File: config.mk
export PLATFORM = sky130hd
export DESIGN_NAME = ntt_iterative
export DESIGN_NICKNAME = d
export VERILOG_FILES = /design/src/rtl/ntt_iterative.sv
export SDC_FILE = /design/constraint.sdc
export NUM_CORES = 1
export LEC_CHECK = 0
export ABC_AREA = 0
export CAP_MARGIN = 20
export CORE_MARGIN = 2
export CORE_UTILIZATION = 55
export CTS_CLUSTER_DIAMETER = 40
export DETAILED_ROUTE_END_ITERATION = 6
export HOLD_SLACK_MARGIN = 0.1
export PLACE_DENSITY = 0.71
export SYNTH_ARGS = -nofsm -noshare
export SYNTH_HDL_FRONTEND = slang
export SYNTH_SLANG_ARGS = --single-unit
export TNS_END_PERCENT = 5
File: constraint.sdc
create_clock -name clk -period 73.9 [get_ports clk]
set_clock_uncertainty 0.05 [all_clocks]
set_input_delay 14.78 -clock clk [delete_from_list [all_inputs] [get_ports clk]]
set_output_delay 14.78 -clock clk [all_outputs]
set_load 0.01 [all_outputs]
File: src/rtl/ntt_iterative.sv
// Iterative N-point cyclic NTT/INTT over Z_q with one butterfly per cycle and
// a bit-reversed coefficient register file; streams coefficients in and out.
module ntt_iterative #(
    parameter int N         = 8,
    parameter int Q         = 3329,
    parameter int W         = 12,
    parameter int OMEGA     = 749,
    parameter int OMEGA_INV = 3289,
    parameter int N_INV     = 2913
) (
    input  logic         clk,
    input  logic         r,
    input  logic         mode_in,
    input  logic         in_valid,
    output logic         in_ready,
    input  logic [W-1:0] in_data,
    output logic         out_valid,
    input  logic         out_ready,
    output logic [W-1:0] out_data,
    output logic         out_last,
    output logic         busy
);

    localparam int LOG2N = $clog2(N);
    localparam int TWW   = (LOG2N > 1) ? LOG2N - 1 : 1;
    localparam logic [LOG2N-1:0] IDX_MAX = LOG2N'(N - 1);
    localparam logic [LOG2N-1:0] BF_MAX  = LOG2N'(N / 2 - 1);
    localparam logic [LOG2N-1:0] STG_MAX = LOG2N'(LOG2N - 1);

    generate
        if (N < 2 || N > 256 || (N & (N - 1)) != 0 || ((Q - 1) % N) != 0 ||
            Q >= (1 << W) || (1 << W) >= 2 * Q) begin : g_param_err
            $error("ntt_iterative: illegal N/Q/W parameter combination");
        end
    endgenerate

    typedef logic [N/2-1:0][W-1:0] tw_t;

    // Powers base^0 .. base^(N/2-1) mod Q, evaluated at elaboration.
    function automatic tw_t gen_tw(input int base);
        tw_t    t;
        longint p;
        p = 1;
        for (int k = 0; k < N / 2; k++) begin
            t[k] = W'(p);
            p    = (p * base) % Q;
        end
        return t;
    endfunction

    function automatic logic [LOG2N-1:0] bitrev(input logic [LOG2N-1:0] x);
        logic [LOG2N-1:0] y;
        for (int k = 0; k < LOG2N; k++) y[k] = x[LOG2N-1-k];
        return y;
    endfunction

    localparam tw_t TW_FWD = gen_tw(OMEGA);
    localparam tw_t TW_INV = gen_tw(OMEGA_INV);

    typedef enum logic [1:0] {LOAD, COMPUTE, UNLOAD} state_t;

    state_t           state, state_nx;
    logic [LOG2N-1:0] idx, bf, stg;
    logic             mode;
    logic [W-1:0]     mem [N];

    logic [LOG2N-1:0] top, bot;
    logic [TWW-1:0]   tw_idx;
    logic [W-1:0]     tw, bf_a, bf_b, bf_t, bf_u, bf_v, ld_val, rd, scaled;
    logic [2*W-1:0]   bf_prod, sc_prod;
    logic [W:0]       bf_sum;
    logic             last_bf;

    assign last_bf = (stg == STG_MAX) && (bf == BF_MAX);
    assign ld_val  = (in_data >= W'(Q)) ? in_data - W'(Q) : in_data;
    assign rd      = mem[idx];
    assign sc_prod = {{W{1'b0}}, rd} * (2*W)'(N_INV);
    assign scaled  = W'(sc_prod % (2*W)'(Q));

    // Butterfly addressing: stage s pairs (base, base + 2^s), twiddle exponent j*N/2^(s+1).
    always_comb begin
        int s, j, base;
        s       = int'(stg);
        j       = int'(bf) & ((1 << s) - 1);
        base    = ((int'(bf) >> s) << (s + 1)) | j;
        top     = LOG2N'(base);
        bot     = LOG2N'(base + (1 << s));
        tw_idx  = TWW'(j << (LOG2N - 1 - s));
        tw      = mode ? TW_INV[tw_idx] : TW_FWD[tw_idx];
        bf_a    = mem[top];
        bf_b    = mem[bot];
        bf_prod = {{W{1'b0}}, bf_b} * {{W{1'b0}}, tw};
        bf_t    = W'(bf_prod % (2*W)'(Q));
        bf_sum  = {1'b0, bf_a} + {1'b0, bf_t};
        bf_u    = (bf_sum >= (W+1)'(Q)) ? W'(bf_sum - (W+1)'(Q)) : W'(bf_sum);
        bf_v    = (bf_a >= bf_t) ? bf_a - bf_t
                                 : W'({1'b0, bf_a} + (W+1)'(Q) - {1'b0, bf_t});
    end

    always_comb begin
        state_nx  = state;
        in_ready  = 1'b0;
        out_valid = 1'b0;
        out_last  = 1'b0;
        out_data  = '0;
        busy      = 1'b0;
        case (state)
            LOAD: begin
                in_ready = !r;
                if (in_valid && idx == IDX_MAX) state_nx = COMPUTE;
            end
            COMPUTE: begin
                busy = 1'b1;
                if (last_bf) state_nx = UNLOAD;
            end
            UNLOAD: begin
                busy      = 1'b1;
                out_valid = 1'b1;
                out_last  = (idx == IDX_MAX);
                out_data  = mode ? scaled : rd;
                if (out_ready && idx == IDX_MAX) state_nx = LOAD;
            end
            default: state_nx = LOAD;
        endcase
    end

    always_ff @(posedge clk) begin
        if (r) begin
            state <= LOAD;
            idx   <= '0;
            bf    <= '0;
            stg   <= '0;
            mode  <= 1'b0;
        end else begin
            state <= state_nx;
            case (state)
                LOAD: if (in_valid) begin
                    if (idx == '0) mode <= mode_in;
                    idx <= idx + 1'b1;
                end
                COMPUTE: if (bf == BF_MAX) begin
                    bf  <= '0;
                    stg <= (stg == STG_MAX) ? '0 : stg + 1'b1;
                end else begin
                    bf <= bf + 1'b1;
                end
                UNLOAD: if (out_ready) idx <= idx + 1'b1;
                default: ;
            endcase
        end
    end

    // Register file survives reset; only the frame bookkeeping is cleared.
    always_ff @(posedge clk) begin
        if (!r) begin
            if (state == LOAD && in_valid) begin
                mem[bitrev(idx)] <= ld_val;
            end else if (state == COMPUTE) begin
                mem[top] <= bf_u;
                mem[bot] <= bf_v;
            end
        end
    end

endmodule

==> results_dict.tcl <==
set metrics [dict create \
    ant_nets 0 \
    grt_pass1_wl_um 169600 \
    ctsHtreeMaxLevel 3 \
    rsz0062_at_grt "no" \
    syn-cell-area_sq_um 32730 \
    die_h_um 247.9 \
    grt_remaining_overflow 0 \
    hold_start "bf[2]" \
    synth_seq_area_share_pct 9.727 \
    worst_slack_ns 32.88 \
    fmax_ghz 0.02438 \
    ys_async_sr_fraction_pct 0 \
    first_pass_iters 6 \
    syn_inst 4311 \
    cts_buffer_depth 2 \
    worst-r2r-setup-slack_ns 42.46 \
    cts.repair.resized 0 \
    num_antenna_cells 0 \
    synth_top_area_share_pct 8.809 \
    required_ns 59.07 \
    drive_above_1_share_pct 8.335 \
    clock_latency_ns 0.37 \
    cp_common_cell "nor2_1" \
    status "finished, final reports clean" \
    synth_area_leaders "edfxtp_1 8.8%, ha_1 8.5%, fa_1 7.3%" \
    r2r_start "stg[0]" \
    io_buffers 32 \
    cts.reportedPaths.clkPinSlew_ns 0.08 \
    dpl.hpwl_um 84540 \
    ys_types 143 \
    grt_max_degree 52 \
    root_buffer "clkbuf_16" \
    io_pins 33 \
    endpoint "out_data[1]" \
    synth_top_area_cell "edfxtp_1" \
    synth-seq-cells 111 \
    synth_flop_cell "edfxtp_1" \
    tightest_slew_ns 1.157 \
    worst_r2r_path_depth 101 \
    vias_per_cell 6.680 \
    synth_top_cells_by_count "439 x nand2_1, 391 x nor2_1, 297 x inv_1, 243 x a21oi_1, 230 x o21ai_0" \
    synth_fp_nets 4670 \
    coreArea_sq_um 58910 \
    vias 33450 \
    cts_setup_buffers 0 \
    post-place-ws_ns 33.76 \
    cts_tree "yes" \
    placed_cell_area_sq_um 33670 \
    endpoint_kind "output pin" \
    place.gp.congestion 1.004 \
    drc_errors 0 \
    period_share_pct 55.51 \
    rows 89 \
    setup_tns_ns 0 \
    timing.final.hold_violations 0 \
    hold_path.class "reg2reg" \
    drv_cap 0 \
    routedWlPerCell_um 21.29 \
    cts_buffers 9 \
    fill_cells 5579 \
    timing.slew.headroom_pct 22.65 \
    reg2reg_to "mem[0][7]" \
    initialDrtViolationCount 2802 \
    cts.sinks 111 \
    die_w_um 247.9 \
    hold_buffers 0 \
    slew_violations 0 \
    start_util_pct 55.55 \
    dieArea_sq_um 61470 \
    synth.most_common_cell "nand2_1" \
    design_area_sq_um 34030 \
    setup_viol 0 \
    synthToLayoutAreaGrowth_pct 3.972 \
    nets 4589 \
    grt_pass1_vias 31320 \
    track_usage_pct 34.10 \
    crit_type "reg2out" \
    slowest_delay_ns 0.90 \
    crit_fanout 25 \
    ys_warn_count 0 \
    synth_area_per_cell_sq_um 7.591 \
    cp_slowest_cell "dfxtp_1" \
    critPathLaunchType "flip-flop" \
    layout_min_cycle_time_ns 41.02 \
    synth_edf_count 96 \
    worstPathArrival_ns 26.19 \
    wl_um 106600 \
    antenna_found_initial 0 \
]
how the worst min path moves through the flow:
stage / end / depth (start not counted)
2_1_floorplan: bf[2] / 2
3_3_place_gp: state[1] / 2
3_5_place_dp: state[1] / 2
4_1_cts: state[1] / 2
5_1_grt: state[1] / 2
6_report: bf[2] / 2
final cells by class:
class	count	area [sq um]	area share [%]
Sequential cell	111	3184	9.359
Clock buffer	9	225.2	0.6619
Inverter	299	1122	3.299
Multi-Input combinational cell	3720	27670	81.31
Tap cell	773	967.2	2.843
Timing Repair Buffer	89	768.2	2.258
Clock inverter	7	91.34	0.2684
per-layer routing:
layer	track usage [%]	part of all wire [%]	routed length [um]
met1	43.39	41	43390
met2	58.14	47	49940
met3	3.266	7.1	7618
met4	15.96	5.3	5678
met5	0	0	0
placed cells by master (no fill, tap or decap), types with 17 or more instances in the layout:
master           synthesis  routed
nand2_1                439     439
nor2_1                 391     391
inv_1                  297     297
a21oi_1                243     243
xnor2_1                224     223
o21ai_0                230     223
ha_1                   222     222
nand3_1                138     138
fa_1                   120     120
nor3_1                 116     116
mux2i_1                102     102
edfxtp_1                96      96
and2_1                  90      90
xor2_1                  80      80
a31oi_1                 75      75
o211ai_1                62      62
a211oi_1                61      61
a21o_1                  56      56
buf_4                   10      56
and3_1                  51      51
mux4_2                  50      50
or3_1                   47      47
o21ai_1                 44      46
nand4_1                 44      44
nand2b_1                42      42
or2_2                   42      42
nor4_1                  40      40
o21a_1                  39      39
nor2b_1                 36      36
mux2_2                  35      35
o21bai_1                32      32
clkdlybuf4s50_1          0      32
o31ai_1                 32      30
o22ai_1                 25      25
o31a_1                  20      20
a31o_2                  18      18
a22oi_1                 17      17
or4_1                   17      17
o32ai_1                 17      17
metrics by stage:
step / hold slack, ns / cells / util, %
global route: 0.5262 / 5008 / 57.76
global placement: 0.4501 / 4990 / 57.16
CTS: 0.4751 / 5006 / 57.70
floorplan: 0.3897 / 4311 / -
detailed placement: 0.4563 / 4990 / 57.16
finish: 0.4746 / 5008 / 57.76
cells by family after synthesis:
logic type      count (synthesis)  synth area share, %
compound gates               1269                27.56
xor+xnor                      309                8.385
fa+ha+maj                     345                15.92
buf+inv                       480                5.865
flops                         111                9.727
mux                           190                7.888
simple gates                 1607                24.66
worst max-delay path, delay by kind of cell, from the launching register on:
family          cells  cell delay, ns
compound gates     27            9.44
simple gates       20            6.36
fa+ha+maj           8            3.22
mux                 6            2.69
buf+inv             8            1.61
xor+xnor            4            1.51
flops               1            0.90
registers in the layout, summed over array words and instances (netlist names), named ones only:
name / count
mode: 1
stg: 3
idx: 3
state: 2
bf: 3
mem: 96
Power is not shown: default switching activity piles up to over one toggle a cycle in this logic, so the estimate is an artifact.
